File: config.mk
export PLATFORM = sky130hd
export DESIGN_NAME = hazard_controller
export DESIGN_NICKNAME = d
export VERILOG_FILES = /design/src/rtl/hazard_pkg.sv /design/src/rtl/mult_sequencer.sv /design/src/rtl/hazard_controller.sv
export SDC_FILE = /design/constraint.sdc
export NUM_CORES = 1
export LEC_CHECK = 0
export ABC_AREA = 0
export CAP_MARGIN = 20
export CORE_MARGIN = 1.5
export CORE_UTILIZATION = 30
export CTS_CLUSTER_DIAMETER = 80
export DETAILED_ROUTE_END_ITERATION = 8
export PLACE_DENSITY = 0.66
export SYNTH_ARGS = -nofsm -noshare
export SYNTH_HDL_FRONTEND = slang
export SYNTH_SLANG_ARGS = --single-unit
File: constraint.sdc
create_clock -name Clk -period 2.2 [get_ports Clk]
set_clock_uncertainty 0.15 [all_clocks]
set_input_delay 0.44 -clock Clk [delete_from_list [all_inputs] [get_ports Clk]]
set_output_delay 0.44 -clock Clk [all_outputs]
set_load 0.01 [all_outputs]
File: src/rtl/hazard_pkg.sv
// rtl/hazard_pkg.sv - shared encodings and helpers for the hazard controller
package hazard_pkg;

    localparam logic [1:0] FWD_RF = 2'b00;
    localparam logic [1:0] FWD_W  = 2'b01;
    localparam logic [1:0] FWD_M  = 2'b10;

    localparam int DEFAULT_MULT_LATENCY = 4;

    typedef enum logic [1:0] {
        ST_IDLE = 2'd0,
        ST_BUSY = 2'd1,
        ST_DONE = 2'd2
    } mult_state_t;

    // Memory stage wins over writeback since it carries the younger result.
    function automatic logic [1:0] fwd_sel(
        input logic [4:0] src,
        input logic [4:0] wreg_m,
        input logic       rw_m,
        input logic [4:0] wreg_w,
        input logic       rw_w
    );
        if (src != 5'd0 && src == wreg_m && rw_m)
            return FWD_M;
        else if (src != 5'd0 && src == wreg_w && rw_w)
            return FWD_W;
        else
            return FWD_RF;
    endfunction

endpackage

File: src/rtl/mult_sequencer.sv
// rtl/mult_sequencer.sv - multi-cycle multiplier sequencing FSM and countdown
module mult_sequencer
    import hazard_pkg::*;
#(
    parameter int MULT_LATENCY = DEFAULT_MULT_LATENCY,
    parameter int CNT_W        = 4
) (
    input  logic i_clk,
    input  logic i_rst_n,
    input  logic i_mult_e,
    output logic o_mult_start,
    output logic o_mult_busy
);

    mult_state_t      r_state;
    mult_state_t      w_state_next;
    logic [CNT_W-1:0] r_cnt;
    logic [CNT_W-1:0] w_cnt_next;
    logic             w_start;

    always_ff @(posedge i_clk or negedge i_rst_n) begin
        if (!i_rst_n) begin
            r_state <= ST_IDLE;
            r_cnt   <= '0;
        end else begin
            r_state <= w_state_next;
            r_cnt   <= w_cnt_next;
        end
    end

    // DONE behaves like IDLE for a new start; MultE while BUSY is ignored.
    always_comb begin
        w_state_next = r_state;
        w_cnt_next   = r_cnt;
        w_start      = 1'b0;
        case (r_state)
            ST_IDLE, ST_DONE: begin
                if (i_mult_e) begin
                    w_start      = 1'b1;
                    w_cnt_next   = CNT_W'(MULT_LATENCY - 1);
                    w_state_next = ST_BUSY;
                end else begin
                    w_state_next = ST_IDLE;
                end
            end
            ST_BUSY: begin
                if (r_cnt == '0)
                    w_state_next = ST_DONE;
                else
                    w_cnt_next = r_cnt - CNT_W'(1);
            end
            default: w_state_next = ST_IDLE;
        endcase
    end

    assign o_mult_start = w_start & i_rst_n;
    assign o_mult_busy  = (r_state == ST_BUSY);

endmodule

File: src/rtl/hazard_controller.sv
// rtl/hazard_controller.sv - pipeline stall/flush/forward control; HAZARD_PERF_CNT_EN adds stall counters
module hazard_controller
    import hazard_pkg::*;
#(
    parameter int MULT_LATENCY = DEFAULT_MULT_LATENCY,
    parameter int CNT_W        = 4
) (
    input  logic        Clk,
    input  logic        Rst_n,
    input  logic [4:0]  RsD,
    input  logic [4:0]  RtD,
    input  logic [4:0]  RsE,
    input  logic [4:0]  RtE,
    input  logic [4:0]  WriteRegE,
    input  logic [4:0]  WriteRegM,
    input  logic [4:0]  WriteRegW,
    input  logic        RegWriteE,
    input  logic        RegWriteM,
    input  logic        RegWriteW,
    input  logic        MemtoRegE,
    input  logic        MemtoRegM,
    input  logic        BranchD,
    input  logic        PCSrcD,
    input  logic        JumpD,
    input  logic        MultE,
    input  logic        HiLoReadD,
    output logic        StallF,
    output logic        StallD,
    output logic        StallM,
    output logic        FlushD,
    output logic        FlushE,
    output logic        ForwardAD,
    output logic        ForwardBD,
    output logic [1:0]  ForwardAE,
    output logic [1:0]  ForwardBE,
`ifdef HAZARD_PERF_CNT_EN
    output logic [31:0] StallCount,
    output logic [15:0] MultStallCount,
`endif
    output logic        MultStart,
    output logic        MultBusy
);

    logic w_mult_start;
    logic w_mult_busy;
    logic w_lwstall;
    logic w_branchstall;
    logic w_multstall;
    logic w_stall;
    logic w_redirect;

    mult_sequencer #(
        .MULT_LATENCY (MULT_LATENCY),
        .CNT_W        (CNT_W)
    ) u_mult_seq (
        .i_clk        (Clk),
        .i_rst_n      (Rst_n),
        .i_mult_e     (MultE),
        .o_mult_start (w_mult_start),
        .o_mult_busy  (w_mult_busy)
    );

    assign w_lwstall     = MemtoRegE && (RtE == RsD || RtE == RtD);
    assign w_branchstall = BranchD &&
                           ((RegWriteE && (WriteRegE == RsD || WriteRegE == RtD)) ||
                            (MemtoRegM && (WriteRegM == RsD || WriteRegM == RtD)));
    assign w_multstall   = w_mult_busy && HiLoReadD;
    assign w_stall       = (w_lwstall | w_branchstall | w_multstall) & Rst_n;
    assign w_redirect    = (PCSrcD | JumpD) & Rst_n;

    // Combinational paths are gated so every output reads zero during reset.
    assign StallF    = w_stall;
    assign StallD    = w_stall;
    assign FlushE    = w_stall;
    assign FlushD    = w_redirect & ~w_stall;
    assign StallM    = 1'b0;
    assign ForwardAD = Rst_n && RsD != 5'd0 && RsD == WriteRegM && RegWriteM;
    assign ForwardBD = Rst_n && RtD != 5'd0 && RtD == WriteRegM && RegWriteM;
    assign ForwardAE = {2{Rst_n}} & fwd_sel(RsE, WriteRegM, RegWriteM, WriteRegW, RegWriteW);
    assign ForwardBE = {2{Rst_n}} & fwd_sel(RtE, WriteRegM, RegWriteM, WriteRegW, RegWriteW);
    assign MultStart = w_mult_start;
    assign MultBusy  = w_mult_busy;

`ifdef HAZARD_PERF_CNT_EN
    logic [31:0] r_stall_cnt;
    logic [15:0] r_mult_stall_cnt;

    always_ff @(posedge Clk or negedge Rst_n) begin
        if (!Rst_n) begin
            r_stall_cnt      <= '0;
            r_mult_stall_cnt <= '0;
        end else begin
            if (w_stall && r_stall_cnt != '1)
                r_stall_cnt <= r_stall_cnt + 32'd1;
            if (w_multstall && r_mult_stall_cnt != '1)
                r_mult_stall_cnt <= r_mult_stall_cnt + 16'd1;
        end
    end

    assign StallCount     = r_stall_cnt;
    assign MultStallCount = r_mult_stall_cnt;
`endif

endmodule

Yosys cells after proc, flatten, opt, wreduce, memory -nomap -nowiden. Cells that the tools add are included.

Multiplexer cells: 12. Add/sub/neg operators: 1. Reductions and logical operators: 32. Bitwise logic cells: 10. Equality and inequality tests: 17.

Operators with widths (count): == test 5 bit (12); nonzero test 5 bit (4); logical AND 1 bit (19); two-way mux 4 bit (2); case mux 4 bit (2 select lines) (1); two-way mux 2 bit (3); two-way mux 1 bit (5); AND 1 bit (4); AND 2 bit (2); logical NOT 4 bit (1); logical OR 1 bit (4); inequality test 2 bit (second input constant) (2); case mux 2 bit (2 select lines) (1); subtractor 4 x 1 -> 4 bit (second input constant) (1); OR 1 bit (3); AND reduction 3 bit (1); == test 2 x 1 -> 1 bit (second input constant) (1); == test 2 bit (second input constant) (1); logical NOT 2 bit (1); inequality test 2 x 1 -> 1 bit (second input constant) (1); nonzero test 2 bit (1); OR reduction 2 bit (1); inverter 1 bit (1).

Output and inout port bits: 13. Register bits after elaboration: 6. Input port bits: 47. Logic and storage cells: 74.

Longest topological paths before layout. Gate-level depths: netlist of run 1.

Word-level depth: 10. Mapped depth: 7. Mapped depth without buffers: 7.

Cells and area by module. Synthesis of run 1 repeated with hierarchy kept, for this count alone.

Cell total of the unflattened synthesis: 140. Area, all modules: 1108.6 sq um.

By module, submodules not included: hazard_controller (times used 1, area each 767.0 sq um, cells an instance 103); mult_sequencer (times used 1, area each 341.6 sq um, cells an instance 37).

Worst setup path after synthesis of run 1. OpenSTA, ideal clock, no wires.

Kind: input port to output port. From: in RtE[0]. To: out StallD. Stages: 7. Buffers on the path: 2. Data required time: 1.610 ns. Slack: -0.098 ns. Data arrival time: 1.708 ns. Cells stage by stage: buf_2 > xor2_1 > nor4_1 > a32o_1 > a31oi_1 > a31oi_1 > buf_4.

Word-level cells in the longest chain between the ends: 6. Elaborated cells between the ends (all ways): 7. Classes of those cells: 2 x eq/ne; 3 x bitwise; 2 x reduce/logical.

RTL lines: start: declaration (RTL line hazard_controller.sv:13) `input logic [4:0] RtE,`; == test 5 bit (RTL line hazard_controller.sv:63) `assign w_lwstall = MemtoRegE && (RtE == RsD || RtE == RtD);`; logical OR 1 bit * (RTL line hazard_controller.sv:63); logical AND 1 bit * (RTL line hazard_controller.sv:63); OR 1 bit * (2 in a row) (RTL line hazard_controller.sv:68) `assign w_stall = (w_lwstall | w_branchstall | w_multstall) & Rst_n;`; AND 1 bit * (RTL line hazard_controller.sv:68); end: declaration (RTL line hazard_controller.sv:28) `output logic StallD,`.

Mark *: on every way between the ends. The rest lies on a longest branch, timed or not.

Worst setup path in the final report of run 1.
From: in RtE[1]. To: out ForwardBE[0].

Word-level cells in the longest chain between the ends: 6. Elaborated cells between the ends (all ways): 10. Classes of those cells: 2 x eq/ne; 2 x mux; 1 x bitwise; 5 x reduce/logical.

RTL lines: == test 5 bit or nonzero test 5 bit (tied branches) (RTL line hazard_pkg.sv:26, hazard_pkg.sv:24); logical AND 1 bit (2 in a row) (RTL line hazard_pkg.sv:26) `else if (src != 5'd0 && src == wreg_w && rw_w)`; two-way mux 1 bit (RTL line hazard_pkg.sv:26); two-way mux 2 bit * (RTL line hazard_pkg.sv:24) `if (src != 5'd0 && src == wreg_m && rw_m)`; AND 2 bit * (RTL line hazard_controller.sv:80) `assign ForwardBE = {2{Rst_n}} & fwd_sel(RtE, WriteRegM, RegWriteM, WriteRegW, RegWriteW);`; end: declaration (RTL line hazard_controller.sv:35) `output logic [1:0] ForwardBE,`.

Marked as above.

==> metrics.md, run 1 <==
| Metric | Value |
|---|---|
| Via/cell ratio | `4.71` |
| CTS root buffer | `clkbuf_4` |
| Drt wl/cell | `13.6 µm` |
| # H-tree levels | `1` |
| Overall Global Routing Usage | `18.7%` |
| Maximum clock path buffer count | `2` |
| P_int | `545 µW` |
| CTS buffer count | `3` |
| Commonest non-fill, non-tap cells in the layout | `25 x xnor2_1, 25 x buf_4, 17 x buf_2, 16 x xor2_1` |
| Max Clk Rate | `419 MHz` |
| Failing checks | `negative setup slack` |
| Die footprint | `3830 µm²` |
| Drc violations | `0` |
| Area Overhead vs Synth | `94.9%` |
| Share of cells above drive strength 1 | `46.5%` |
| Final WL | `3530 µm` |
| Sequential Power Share | `22.2%` |
| CTS tree | `done` |
| Total power density per cell area | `441 nW/µm²` |
| Core ar. | `3340 µm²` |
| Antenna Violating Nets Remaining | `0` |
| Area contributors post-synth | `xnor2_1 26%, xor2_1 18%, dfrtp_1 14%` |
| Yosys reg bits | `6` |
| Post-Syn Nets | `176` |
| Grt ovf | `0` |
| Critical path's slowest cell | `or4_4` |
| P_leak | `0.857 nW` |
| Min-delay worst type | `reg2reg` |
| Non-filler cells, final | `259` |
| Synth Warn # | `0` |
| Die height | `61.9 µm` |
| Post-synth top area cell | `xnor2_1` |
| Synth Instances | `128` |
| Yosys cell types | `32` |
| Starting Density | `31.2%` |
| Proportion of netlist area held by the largest area contributor | `26.1%` |
| Initial DRC count | `52` |
| VDD IR max | `155 µV` |
| Die width | `61.9 µm` |
| Startpoint Class | `input port` |
| Post-DP HPWL | `2810 µm` |
| Clk_lat worst skew | `0.25 ns` |
| Setup crit end kind | `primary output` |
| RSZ-0062 raised after global routing | `true` |
| Rows | `21` |
| Final Cycle Share | `108%` |
| Sw frac | `39.0%` |
| Global-route wire length before repair | `5350 µm` |
| Final hold slack | `0.280 ns` |
| Logic pwr share | `66.3%` |
| Worst Path Arrival | `1.79 ns` |
| Largest net degree at the start of global routing | `8` |
| Antenna diodes | `0` |
| Mean Syn Cell Area | `8.12 µm²` |
| CP Max Fanout | `3` |
| Synthesized cell area | `1040 µm²` |
| Routability cong. | `0.822` |
| CP Data Required Time | `1.61 ns` |
| Via Count | `1,221` |
| Status | `finished with violations` |
| Max-cap violation count | `0` |
| Initial antenna violation count | `0` |
| Critical path class | `in2out` |
| P_sw | `349 µW` |
| Clock sink total | `6` |
| Sequential area share after synthesis | `14.4%` |
| Clock share of power | `11.5%` |
| # port buffers | `58` |
| Final Max Tran Viols | `0` |
| Final setup fails | `7` |
| Hold Fails Final Rpt | `0` |
| Max incr delay on CP | `0.54 ns` |
| Setup ws final | `-0.184 ns` |
| Worst-path clk slew | `0.04 ns` |
| Critical-path cell list | `buf_6 -> or4_4 -> nor2_4 -> nor4_2 -> buf_4 -> nor4_4 -> buf_2` |
| DRT Pass-1 Iters | `2` |
| Crit path time final | `2.38 ns` |
| Vias in the first global route | `1,262` |
| Pwr Total | `894 µW` |
| Total negative slack | `-0.747 ns` |
| Num ports | `60` |
| Placed insts | `249` |
| Nets | `263` |
| Placement Setup Slack | `-0.958 ns` |
==> critical path: cells and delay by family <==
kind                   cells  cell delay, ns
buffers and inverters      3            0.41
AND/OR/NAND/NOR            4            0.95
==> what timing repair did <==
action	in CTS	in global routing
pin swaps	32	18
resized for setup	185	17
hold buffers	0	0
setup buffers	7	1
setup endpoints to repair	11	10
==> synthesized netlist by cell type <==
cell	count
a211o_1	1
a21o_1	1
a21oi_1	1
a31oi_1	2
a32o_1	1
and2_1	3
and2_2	1
and4_1	1
buf_2	4
buf_4	3
buf_6	1
conb_1	1
dfrtp_1	6
ha_1	1
inv_1	3
nand2_1	4
nand2b_1	1
nand3_1	5
nand4_1	6
nor2_1	9
nor2_4	1
nor2b_1	2
nor3_1	4
nor3b_1	1
nor4_1	5
nor4_2	2
o22ai_1	1
or3b_2	1
or4_1	3
or4_4	1
xnor2_1	31
xor2_1	21
==> flip-flops by register name, indices dropped and copies added (netlist names) <==
name                count
u_mult_seq.r_cnt        4
u_mult_seq.r_state      2
==> power groups by stage <==
| stage | combinational [mW] | sequential, mW | clock, mW |
|---|---|---|---|
| after floorplan | 0.307 | 0.188 | 0 |
| after global placement | 0.530 | 0.193 | 0 |
| after detailed placement | 0.546 | 0.199 | 0 |
| after CTS | 0.572 | 0.198 | 0.106 |
| after global routing | 0.648 | 0.204 | 0.112 |
| final | 0.593 | 0.198 | 0.103 |
==> through the flow <==
step	cell area, µm²	util [%]
2_1_floorplan	1060	-
3_3_place_gp	1820	54.5
3_5_place_dp	1820	54.5
4_1_cts	1960	58.7
5_1_grt	2030	60.7
6_report	2030	60.7
==> cells by family after synthesis <==
family	Yosys count	synth area share [%]
AND/OR/NAND/NOR	50	29.1
XOR/XNOR	52	43.8
buffers and inverters	11	6.26
adder cells (fa/ha/maj)	1	1.20
AO/OA/AOI/OAI	7	4.81
other	1	0.361
flip-flops	6	14.4
==> layout make-up <==
type	instances	area, µm²
flip-flops and latches	6	150
clock buffers	3	22.5
inverters	3	11.3
fillers	308	1310
repair buffers	90	793
multi-input cells	111	992
well taps	46	57.6
==> metal layers <==
metal / part of all wire [%] / track usage (%) / wire length [µm]
met3: 3.6 / 1.24 / 128
met5: 0 / 0 / 0
met2: 54 / 36.8 / 1920
met1: 39 / 20.5 / 1380
met4: 3.1 / 7.29 / 109
==> final timing paths <==
path | from | slack, ns | to | cells after the start
worst max-delay path | RtE[1] | -0.18 | ForwardBE[0] | 7
max in group asynchronous | Rst_n | 1.49 | u_mult_seq.r_cnt[0] | 2
worst min register to register | u_mult_seq.r_state[1] | 0.28 | u_mult_seq.r_state[1] | 1
min in group asynchronous | Rst_n | 0.30 | u_mult_seq.r_cnt[2] | 2
worst max register to register | u_mult_seq.r_cnt[0] | 0.32 | u_mult_seq.r_cnt[2] | 7
worst min-delay path | u_mult_seq.r_state[1] | 0.28 | u_mult_seq.r_state[1] | 1
(Power assumes the default switching activity.)
==> run 2: changes to the inputs <==
--- a/config.mk
+++ b/config.mk
@@ -9,7 +9,6 @@
 export CAP_MARGIN = 20
 export CORE_MARGIN = 1.5
 export CORE_UTILIZATION = 30
-export CTS_CLUSTER_DIAMETER = 80
 export DETAILED_ROUTE_END_ITERATION = 8
 export PLACE_DENSITY = 0.66
 export SYNTH_ARGS = -nofsm -noshare
==> results of run 2 <==
Final layout, timing and power as in run 1 (identical DEF).
